$ cat src/rtl/toggle_event_decoder.sv
// toggle_event_decoder
// Receive side of a toggle-encoded event link. The incoming tog_in level is
// resynchronised, and every transition becomes a one-cycle evt_pulse. Events
// queue in a saturating pending counter and are handed downstream over a
// valid/ready handshake.
//
// Optional build macro TOGGLE_EVT_GLITCH_FILTER_EN: adds one filter stage
// behind the synchroniser. An edge is then accepted only after the last sync
// stage has held its new value for two consecutive cycles, which adds one
// cycle of latency.
module toggle_event_decoder #(
    parameter int SYNC_STAGES = 2,   // legal 2..4
    parameter int CNT_W       = 4
) (
    input  logic             clk,
    input  logic             clr_n,
    input  logic             tog_in,
    input  logic             ovf_clr,
    input  logic             evt_ready,
    output logic             evt_pulse,
    output logic             evt_valid,
    output logic [CNT_W-1:0] pending,
    output logic             overflow,
    output logic             level
);

    localparam logic [CNT_W-1:0] CNT_MAX = '1;

    // NOTE: the sync chain and the reference level are deliberately left out
    // of reset; they start at 0 from their declaration values and keep
    // tracking tog_in through reset, so no event appears on reset release.
    logic [SYNC_STAGES-1:0] sync_q = '0;
    logic                   ref_q  = 1'b0;
    logic                   ref_d;

    logic                   sync_lvl;    // last synchroniser stage
    logic                   filt_lvl;    // level seen by the edge detector
    logic                   edge_w;

    logic [CNT_W-1:0]       pending_q, pending_d;
    logic                   ovf_q, ovf_d;
    logic                   pulse_q;
    logic                   inc, dec;

    assign sync_lvl = sync_q[SYNC_STAGES-1];

    // Synchroniser shift register: tog_in enters stage 0 and moves one stage per clock.
    always_ff @(posedge clk) begin
        // NOTE: non-blocking assignments so every stage samples the value its
        // predecessor held before this edge.
        sync_q <= {sync_q[SYNC_STAGES-2:0], tog_in};
    end

`ifdef TOGGLE_EVT_GLITCH_FILTER_EN
    // The extra stage remembers what the last sync stage held one cycle ago.
    logic hold_q = 1'b0;

    // Filter history register: a copy of the last sync stage, one cycle later.
    always_ff @(posedge clk) begin
        hold_q <= sync_lvl;
    end

    // A new level is taken only when it has been seen on two consecutive
    // cycles. Otherwise the previously accepted level is kept, so a one-cycle
    // excursion never reaches the edge detector.
    assign filt_lvl = (sync_lvl == hold_q) ? sync_lvl : ref_q;
`else
    assign filt_lvl = sync_lvl;
`endif

    assign level  = filt_lvl;
    assign edge_w = filt_lvl ^ ref_q;

    // The reference follows the detected level. During reset it loads the raw
    // last sync stage, so any edge already there is absorbed and lost.
    assign ref_d = clr_n ? filt_lvl : sync_lvl;

    // Reference-level register: runs every cycle, reset or not.
    always_ff @(posedge clk) begin
        ref_q <= ref_d;
    end

    assign inc = edge_w;
    assign dec = evt_valid && evt_ready;

    // Next-state logic for the pending counter and the sticky overflow flag.
    always_comb begin
        // NOTE: defaults first, so every path assigns every output and no
        // latch is inferred.
        pending_d = pending_q;
        ovf_d     = ovf_q;

        if (ovf_clr) begin
            ovf_d = 1'b0;
        end

        unique case ({inc, dec})
            2'b10: begin
                if (pending_q == CNT_MAX) begin
                    ovf_d = 1'b1;             // set beats a same-cycle clear
                end else begin
                    pending_d = pending_q + 1'b1;
                end
            end
            2'b01:   pending_d = pending_q - 1'b1;  // dec implies pending_q != 0
            default: pending_d = pending_q;         // both or neither: hold
        endcase
    end

    // Counter, overflow and event-pulse registers with synchronous active-low clear.
    always_ff @(posedge clk) begin
        if (!clr_n) begin
            pending_q <= '0;
            ovf_q     <= 1'b0;
            pulse_q   <= 1'b0;
        end else begin
            pending_q <= pending_d;
            ovf_q     <= ovf_d;
            pulse_q   <= edge_w;
        end
    end

    assign evt_pulse = pulse_q;
    assign evt_valid = (pending_q != '0);
    assign pending   = pending_q;
    assign overflow  = ovf_q;

endmodule

$ cat config.mk
export PLATFORM = sky130hd
export DESIGN_NAME = toggle_event_decoder
export DESIGN_NICKNAME = d
export VERILOG_FILES = /design/src/rtl/toggle_event_decoder.sv
export SDC_FILE = /design/constraint.sdc
export NUM_CORES = 1
export LEC_CHECK = 0
export BUFFER_PORTS_ARGS = -buffer_cell sky130_fd_sc_hd__buf_2
export CORE_MARGIN = 3
export CORE_UTILIZATION = 30
export CTS_CLUSTER_DIAMETER = 100
export CTS_CLUSTER_SIZE = 30
export DETAILED_ROUTE_END_ITERATION = 6
export PLACE_DENSITY_LB_ADDON = 0.15
export SYNTH_ARGS = -nofsm -noshare
export SYNTH_HDL_FRONTEND = slang
export SYNTH_SLANG_ARGS = --single-unit
$ cat constraint.sdc
create_clock -name clk -period 2.16 [get_ports clk]
set_input_delay 0.324 -clock clk [delete_from_list [all_inputs] [get_ports clk]]
set_output_delay 0.324 -clock clk [all_outputs]
set_load 0.05 [all_outputs]
==> summary.json, run 1 <==
{
  "status": {
    "run_status": "finished, final reports clean"
  },
  "cts": {
    "clock_latency_ps": 260,
    "post_cts_buffers": 0,
    "total_cts_buffers": 3,
    "ctsRootBufferMaster": "clkbuf_4",
    "tritoncts": "yes",
    "clkSinkCount": 9,
    "clkSlewWorstSetupHoldPaths_ps": 60,
    "cts-htree-levels": 1,
    "cts_buffer_depth": 2
  },
  "grt": {
    "grt_remaining_overflow": 0,
    "grt_first_pass_wirelength_mm": 1.38,
    "antenna_found_initial": 0,
    "vias_in_the_first_global_route": 307,
    "grt_start_max_net_pins": 10,
    "groute.usage.overall_pct": 9.61
  },
  "setup_path": {
    "cp_data_required_time_ps": 2320,
    "launch_point_of_the_worst_reg_to_reg_path": "pending[1]$_SDFFE_PN0P_",
    "worstRegToRegCells": 7,
    "end_kind": "register",
    "cp_max_fo": 7,
    "rrSetupSlack_ps": 140,
    "worst-setup-path-type": "reg2reg",
    "arrival_ps": 2170,
    "startpoint_type": "register",
    "r2r_end": "pending[3]$_SDFFE_PN0P_",
    "worst_setup_path_startpoint": "pending[1]$_SDFFE_PN0P_"
  },
  "route": {
    "drt.antenna.violating_nets": 0,
    "detail_route.iter0.violations": 5,
    "detail_route.wl_per_cell_um": 11.0,
    "number_of_vias_per_cell": 4.89,
    "detail_route.drc_violations": 0,
    "drt-pass1-iter-count": 4,
    "wl_um": 895,
    "detailroute.via_count": 396
  },
  "yosys": {
    "netlist.top_cell.by_area": "dfxtp_1",
    "synth_cell_types": 23,
    "synth.yosys.seq_area_share_pct": 39.7,
    "post_synth_instance_area_um2": 454,
    "yosys_register_bits": 9,
    "synth.avg_cell_area_um2": 9.66,
    "synth.top_cell.area_share_pct": 39.7,
    "synth_nets": 55,
    "post_synth_main_area_contributors": "dfxtp_1 40%, mux2i_1 6.6%, o41ai_4 6.1%",
    "synth_cells": 47,
    "synth.yosys.warnings": 0
  },
  "sta": {
    "fin_worst_hold_slack_ps": 163,
    "finalSetupTns_ps": 0,
    "setup_viol_count_final": 0,
    "timing.final.max_slew_violations": 0,
    "fmaxAchievable_ghz": 0.496,
    "fin_ws_ps": 145,
    "min_period_ps": 2020,
    "layout_worst_path_cycle_share_pct": 93.3,
    "slew-limit-headroom_pct": 79.7,
    "fin_worst_skew_ps": 4.74,
    "final_hold_viol_count": 0,
    "worst_pin_slew_ps": 304
  },
  "floorplanning": {
    "ports": 13,
    "core_mm2": 0.00137,
    "start_util_pct": 33.2,
    "fp.dieW_um": 44.9,
    "rows": 13,
    "floorplan.die.height_um": 44.9,
    "design.die.area_mm2": 0.00202
  },
  "place": {
    "detailed_place_hpwl_um": 665,
    "gp_congestion": 0.710,
    "port_buffers": 12,
    "dp_slack_ps": 97.1,
    "dp.cells": 77
  },
  "run": {
    "number_of_maximum_capacitance_violations": 0
  },
  "power_and_ir_drop": {
    "irDropWorstVdd_mv": 0.480,
    "powerDensity_mw_per_mm2": 1400,
    "power.static_leakage_nw": 0.278
  },
  "hold_path": {
    "hold_path_class": "in2reg",
    "hold_path_startpoint": "tog_in",
    "holdPathStages": 1,
    "holdPathEnd": "sync_q[0]$_DFF_P_"
  },
  "final_layout": {
    "layout.cells.non_filler": 81,
    "finish.net_count": 75,
    "insertedDiodeCount": 0,
    "layout-drive-gt1-share_pct": 37.9,
    "syn_to_final_growth_pct": 29.5
  }
}
## cell usage after synthesis (all sizes together)
library cell / count
o41ai: 1
nand3: 1
nand2b: 2
and3: 2
o22ai: 1
ha: 2
or4: 1
xnor2: 1
dfxtp: 9
nor2: 2
inv: 4
o21ai: 1
xor2: 1
nand2: 6
o311ai: 1
mux2i: 3
fa: 1
and2: 2
a21oi: 3
or3: 2
nand4: 1
## per-layer routing
metal,vias to the layer above,wire length (um),global-route usage [%]
li1,203,-,-
met1,175,461,14.8
met2,16,343,11.7
met3,2,77,3.59
met4,0,12,3.51
met5,-,0,0
## stage by stage
step / power [mW] / cell area (um2) / util (%)
after CTS: 0.823 / 584 / 42.8
after global routing: 0.877 / 588 / 43.0
after floorplan: 0.580 / 457 / -
after global placement: 0.689 / 558 / 40.8
after detailed placement: 0.692 / 558 / 40.8
final: 0.821 / 588 / 43.0
## timing repair
action,4_1_cts,5_1_grt
hold buffers,0,0
gates resized for setup,0,1
endpoints found under the setup margin,0,1
## sequential cells by signal, indices dropped and copies added, names as in the netlist
name and count:
evt_pulse 1, overflow 1, pending 4, ref_q 1
sync_q 2
## kinds of logic (layout without fill, tap and decap cells)
logic type	Yosys count	after routing	synth area share, %
and+or+nand+nor	19	19	22.9
DFF	9	9	39.7
AOI/OAI and AO/OA	7	7	13.8
buffers and inverters	4	23	3.30
adders and majority gates	3	3	9.92
muxes	3	3	6.61
xor gates and xnor gates	2	2	3.86
## how the worst max path moves through the flow
stage | endpoint | slack (ps) | cells past startpoint
after floorplan | pending[3]$_SDFFE_PN0P_ | 2 | 7
after global placement | pending[3]$_SDFFE_PN0P_ | 130 | 7
after detailed placement | pending[3]$_SDFFE_PN0P_ | 100 | 7
after CTS | pending[3]$_SDFFE_PN0P_ | 90 | 7
after global routing | pending[3]$_SDFFE_PN0P_ | -2 | 8
final | pending[3]$_SDFFE_PN0P_ | 140 | 7
## cell usage in the layout, fill, tap and decap left out, types with 2 or more instances in the layout
cell type,n
mux2i_1,3
clkbuf_4,3
dfxtp_2,2
nand2_1,6
a21oi_1,2
dfxtp_1,7
buf_4,3
inv_1,4
nand2b_1,2
or3_1,2
ha_1,2
buf_2,12
and2_1,2
## report_power, final
part	leakage, nW	internal (mW)	total (mW)	switching [mW]
logic	0.187	0.158	0.447	0.289
clock network	0.0150	0.0713	0.132	0.0612
registers	0.0754	0.200	0.241	0.0407
## critical path, cell delays in order, from the launching register on
cell,delay (ps)
dfxtp_2,360
o41ai_4,400
nor2_2,90
ha_1,340
a21oi_2,220
nand2_1,90
or3_1,330
o311ai_0,80
## layout make-up
cell class / count / area, um2
Timing Repair Buffer: 15 / 82.6
Clock buffer: 4 / 26.3
Inverter: 4 / 15.0
Sequential cell: 9 / 183
Multi-Input combinational cell: 34 / 263
Fill cell: 154 / 778
Tap cell: 15 / 18.8
Note: power is estimated with default switching activity, not from simulation.
==> run 2, diff against run 1 <==
--- a/config.mk
+++ b/config.mk
@@ -6,12 +6,16 @@
 export NUM_CORES = 1
 export LEC_CHECK = 0
 export BUFFER_PORTS_ARGS = -buffer_cell sky130_fd_sc_hd__buf_2
+export CELL_PAD_IN_SITES_DETAIL_PLACEMENT = 0
+export CELL_PAD_IN_SITES_GLOBAL_PLACEMENT = 1
 export CORE_MARGIN = 3
 export CORE_UTILIZATION = 30
 export CTS_CLUSTER_DIAMETER = 100
 export CTS_CLUSTER_SIZE = 30
 export DETAILED_ROUTE_END_ITERATION = 6
+export GPL_ROUTABILITY_DRIVEN = 1
 export PLACE_DENSITY_LB_ADDON = 0.15
+export RECOVER_POWER = 50
 export SYNTH_ARGS = -nofsm -noshare
 export SYNTH_HDL_FRONTEND = slang
 export SYNTH_SLANG_ARGS = --single-unit
==> summary.json, run 2 (synthesis gave the netlist of run 1 again) <==
{
  "setup_path": {
    "end_kind": "register",
    "launch_point_of_the_worst_reg_to_reg_path": "pending[1]$_SDFFE_PN0P_",
    "cp_data_required_time_ps": 2320,
    "worst_stage_delay_on_the_critical_path_ps": 410,
    "worstRegToRegCells": 8,
    "cp_max_fo": 7,
    "worst_setup_path_startpoint": "pending[1]$_SDFFE_PN0P_",
    "startpoint_type": "register",
    "critPathSlowestCell": "o41ai_4",
    "r2r_end": "pending[3]$_SDFFE_PN0P_",
    "rrSetupSlack_ps": 160,
    "worst-setup-path-type": "reg2reg",
    "crit_chain": "o41ai_4 > nor2_2 > buf_4 > ha_1 > nand3_1 > nand2_1 > or3_1 > o311ai_0",
    "arrival_ps": 2160
  },
  "sta": {
    "layout_worst_path_cycle_share_pct": 92.8,
    "final_hold_viol_count": 0,
    "setup_viol_count_final": 0,
    "slew-limit-headroom_pct": 60.8,
    "min_period_ps": 2000,
    "timing.final.max_slew_violations": 0,
    "grt_setup_unrepaired": "no",
    "fmaxAchievable_ghz": 0.499,
    "finalSetupTns_ps": 0,
    "fin_ws_ps": 156,
    "fin_worst_hold_slack_ps": 161,
    "fin_worst_skew_ps": 1.57,
    "worst_pin_slew_ps": 590
  },
  "grt": {
    "grt_start_max_net_pins": 10,
    "grt_remaining_overflow": 0,
    "vias_in_the_first_global_route": 320,
    "antenna_found_initial": 0,
    "grt_first_pass_wirelength_mm": 1.43,
    "groute.usage.overall_pct": 9.93
  },
  "floorplanning": {
    "fp.dieW_um": 44.9,
    "design.die.area_mm2": 0.00202,
    "core_mm2": 0.00137,
    "ports": 13,
    "floorplan.die.height_um": 44.9,
    "start_util_pct": 33.2,
    "rows": 13
  },
  "route": {
    "drt-pass1-iter-count": 4,
    "detail_route.drc_violations": 0,
    "drt.antenna.violating_nets": 0,
    "detailroute.via_count": 383,
    "detail_route.iter0.violations": 4,
    "detail_route.wl_per_cell_um": 10.8,
    "wl_um": 884,
    "number_of_vias_per_cell": 4.67
  },
  "place": {
    "detailed_place_hpwl_um": 702,
    "port_buffers": 12,
    "gp_congestion": 0.730,
    "dp_slack_ps": 159,
    "dp.cells": 78,
    "post_dp_cell_area_um2": 566
  },
  "final_layout": {
    "most_common_cell_after_layout_fill_and_taps_aside": "buf_2",
    "layout.cells.non_filler": 82,
    "largest_reg_flops": 4,
    "insertedDiodeCount": 0,
    "finish.net_count": 76,
    "postLayoutCellArea_um2": 588,
    "layout-drive-gt1-share_pct": 32.8,
    "layout.cells.most_common_list": "9 x buf_2, 7 x dfxtp_1, 6 x nand2_1",
    "syn_to_final_growth_pct": 29.5,
    "num-fill-cells": 144,
    "layout.core_utilization_pct": 43.0
  },
  "cts": {
    "tritoncts": "yes",
    "ctsRootBufferMaster": "clkbuf_4",
    "cts.hold.buffers_added": 0,
    "post_cts_buffers": 0,
    "cts-htree-levels": 1,
    "cts_buffer_depth": 2,
    "clock_latency_ps": 260,
    "clkSlewWorstSetupHoldPaths_ps": 60,
    "clkSinkCount": 9,
    "total_cts_buffers": 3,
    "postCtsResizedCells": 0
  },
  "hold_path": {
    "holdPathEnd": "sync_q[0]$_DFF_P_",
    "hold_path_class": "in2reg",
    "hold_path_startpoint": "tog_in",
    "holdPathStages": 1
  },
  "power_and_ir_drop": {
    "powerDensity_mw_per_mm2": 1390,
    "irDropWorstVdd_mv": 0.551,
    "report.power.total_mw": 0.816,
    "power.static_leakage_nw": 0.270
  },
  "run": {
    "number_of_maximum_capacitance_violations": 0
  },
  "status": {
    "run_status": "finished, final reports clean"
  }
}
run 2: cell count changes in the layout (fill, tap and decap cells not counted), sizes merged:
cell,previous run,this run
buf,15,13
clkbuf,4,7
run 2: critical path, delay by kind of cell (launching register included):
family | cells | cell delay, ps
simple gates | 4 | 620
flops | 1 | 370
buf+inv | 1 | 160
compound gates | 2 | 490
fa+ha+maj | 1 | 260
run 2: how the worst max path moves through the flow:
stage	to	slack [ps]	cells after the start
final	pending[3]$_SDFFE_PN0P_	160	8
after global routing	pending[3]$_SDFFE_PN0P_	70	8
after CTS	pending[3]$_SDFFE_PN0P_	140	8
after detailed placement	pending[3]$_SDFFE_PN0P_	160	8
after global placement	pending[3]$_SDFFE_PN0P_	160	8
after floorplan	pending[3]$_SDFFE_PN0P_	2	7
run 2: power by group:
group	switching, mW	internal (mW)	leakage (nW)
Sequential	0.0408	0.200	0.0754
Clock	0.0594	0.0712	0.0150
Combinational	0.287	0.157	0.179
Total	0.388	0.428	0.270
run 2: metal layers:
layer	part of all wire, %	global-route usage, %	wire [um]
met5	0	0	0
met4	0	1.75	0
met3	8.8	6.37	78
met2	39	13.2	343
met1	52	13.6	463
run 2: cell type report:
class	count	area [um2]	share of cell area (%)
Multi-Input combinational cell	34	259	44.0
Sequential cell	9	183	31.1
Clock buffer	4	26.3	4.47
Tap cell	15	18.8	3.19
Inverter	4	15.0	2.55
Timing Repair Buffer	16	86.3	14.7
==> run 3, diff against run 2 <==
--- a/config.mk
+++ b/config.mk
@@ -9,7 +9,7 @@
 export CELL_PAD_IN_SITES_DETAIL_PLACEMENT = 0
 export CELL_PAD_IN_SITES_GLOBAL_PLACEMENT = 1
 export CORE_MARGIN = 3
-export CORE_UTILIZATION = 30
+export CORE_UTILIZATION = 35
 export CTS_CLUSTER_DIAMETER = 100
 export CTS_CLUSTER_SIZE = 30
 export DETAILED_ROUTE_END_ITERATION = 6
==> summary.json, run 3 (synthesis gave the netlist of run 1 again) <==
{
  "route": {
    "detail_route.iter0.violations": 1,
    "detailroute.via_count": 395,
    "detail_route.wl_per_cell_um": 11.5,
    "detail_route.drc_violations": 0,
    "number_of_vias_per_cell": 4.88,
    "drt-pass1-iter-count": 2,
    "wl_um": 930,
    "drt.antenna.violating_nets": 0
  },
  "final_layout": {
    "layout-drive-gt1-share_pct": 34.3,
    "syn_to_final_growth_pct": 30.0,
    "largest_reg_flops": 4,
    "most_common_cell_after_layout_fill_and_taps_aside": "buf_2",
    "layout.cells.most_common_list": "9 x buf_2, 7 x dfxtp_1, 6 x nand2_1",
    "finish.net_count": 76,
    "postLayoutCellArea_um2": 591,
    "insertedDiodeCount": 0
  },
  "sta": {
    "final_hold_viol_count": 0,
    "timing.final.max_slew_violations": 0,
    "setup_viol_count_final": 0,
    "fin_ws_ps": 180,
    "fin_worst_skew_ps": 5.09,
    "layout_worst_path_cycle_share_pct": 91.7,
    "worst_pin_slew_ps": 596,
    "grt_setup_unrepaired": "no",
    "finalSetupTns_ps": 0,
    "min_period_ps": 1980,
    "fmaxAchievable_ghz": 0.505,
    "slew-limit-headroom_pct": 60.4
  },
  "setup_path": {
    "cell_family_with_the_largest_share_of_critical_path_delay": "simple AND/OR/NAND/NOR gates",
    "worstRegToRegCells": 8,
    "worst_stage_delay_on_the_critical_path_ps": 400,
    "worst-path-buf-inv": 1,
    "startpoint_type": "register",
    "end_kind": "register",
    "r2r_end": "pending[3]$_SDFFE_PN0P_",
    "cp_data_required_time_ps": 2310,
    "launch_point_of_the_worst_reg_to_reg_path": "pending[0]$_SDFFE_PN0P_",
    "cp_max_fo": 4,
    "arrival_ps": 2130,
    "crit_chain": "o41ai_4 > nor2_2 > buf_4 > ha_1 > nand3_1 > nand2_1 > or3_1 > o311ai_0",
    "rrSetupSlack_ps": 180,
    "critPathSlowestCell": "o41ai_4",
    "worst-setup-path-type": "reg2reg"
  },
  "cts": {
    "total_cts_buffers": 3,
    "clkSlewWorstSetupHoldPaths_ps": 50,
    "cts_buffer_depth": 2,
    "tritoncts": "yes",
    "ctsRootBufferMaster": "clkbuf_4",
    "post_cts_buffers": 0,
    "clkSinkCount": 9,
    "cts-htree-levels": 1,
    "clock_latency_ps": 250
  },
  "grt": {
    "grt_first_pass_wirelength_mm": 1.48,
    "groute.usage.overall_pct": 11.2,
    "grt_remaining_overflow": 0,
    "vias_in_the_first_global_route": 337,
    "grt_start_max_net_pins": 10,
    "antenna_found_initial": 0
  },
  "place": {
    "post_dp_cell_area_um2": 564,
    "dp_slack_ps": 122,
    "gp_congestion": 0.739,
    "detailed_place_hpwl_um": 749,
    "port_buffers": 12
  },
  "power_and_ir_drop": {
    "powerDensity_mw_per_mm2": 1410,
    "power.static_leakage_nw": 0.272,
    "irDropWorstVdd_mv": 0.711
  },
  "floorplanning": {
    "fp.dieW_um": 42.0,
    "rows": 12,
    "ports": 13,
    "floorplan.die.height_um": 42.0,
    "start_util_pct": 39.3,
    "core_mm2": 0.00116,
    "design.die.area_mm2": 0.00177
  },
  "hold_path": {
    "holdPathStages": 1,
    "holdPathEnd": "sync_q[0]$_DFF_P_",
    "hold_path_class": "in2reg",
    "hold_path_startpoint": "tog_in"
  },
  "run": {
    "number_of_maximum_capacitance_violations": 0
  },
  "status": {
    "run_status": "finished, final reports clean"
  }
}
-- run 3: cell types whose count changed in the layout (fill, tap and decap cells not counted) --
cell     change
a21oi_1      -1
a21oi_2      +1
-- run 3: repair_timing --
| action | in CTS | in global routing |
|---|---|---|
| hold buffers | 0 | 0 |
| endpoints found under the setup margin | 0 | 1 |
| gates resized for setup | 0 | 1 |
-- run 3: cell type report --
class | instances | area, um2
tap | 14 | 17.5
inverter | 4 | 15.0
timing repair buffer | 16 | 86.3
fill | 120 | 566
sequential | 9 | 183
multi-input combinational | 34 | 263
clock buffer | 4 | 26.3
-- run 3: worst max path at each step --
| stage | depth (start not counted) | startpoint | endpoint | slack (ps) |
|---|---|---|---|---|
| finish | 8 | pending[0]$_SDFFE_PN0P_ | pending[3]$_SDFFE_PN0P_ | 180 |
| global placement | 7 | pending[1]$_SDFFE_PN0P_ | pending[3]$_SDFFE_PN0P_ | 140 |
| floorplan | 7 | pending[3]$_SDFFE_PN0P_ | pending[3]$_SDFFE_PN0P_ | 2 |
| detailed placement | 7 | pending[1]$_SDFFE_PN0P_ | pending[3]$_SDFFE_PN0P_ | 120 |
| global route | 8 | pending[0]$_SDFFE_PN0P_ | pending[3]$_SDFFE_PN0P_ | 40 |
| CTS | 7 | pending[1]$_SDFFE_PN0P_ | pending[3]$_SDFFE_PN0P_ | 110 |
-- run 3: worst reg2reg max path, cell delays in order, from the launching register on --
cell and delay [ps]:
dfxtp_1 330, o41ai_4 410, nor2_2 110, buf_4 160, ha_1 260, nand3_1 120
nand2_1 70, or3_1 340, o311ai_0 80
-- run 3: routing by layer --
metal / vias to the layer above / routed length (um) / track usage [%]
met5: - / 0 / 0
met4: 0 / 0 / 3.73
met3: 0 / 61 / 5.15
met2: 11 / 432 / 17.6
met1: 181 / 436 / 13.4
li1: 203 / - / -
-- run 3: stage by stage --
step	cells	hold WS [ps]	power [mW]	utilization, %
2_1_floorplan	47	310	0.580	-
3_3_place_gp	77	316	0.701	48.8
3_5_place_dp	77	324	0.704	48.8
4_1_cts	81	160	0.834	51.1
5_1_grt	81	157	0.886	51.1
6_report	81	172	0.830	51.1
-- run 3: power by group --
| part | total (mW) | internal [mW] | switching (mW) | leakage (nW) |
|---|---|---|---|---|
| logic | 0.471 | 0.168 | 0.303 | 0.181 |
| registers | 0.235 | 0.200 | 0.0342 | 0.0754 |
| clock network | 0.124 | 0.0708 | 0.0536 | 0.0150 |
| total | 0.830 | 0.439 | 0.390 | 0.272 |
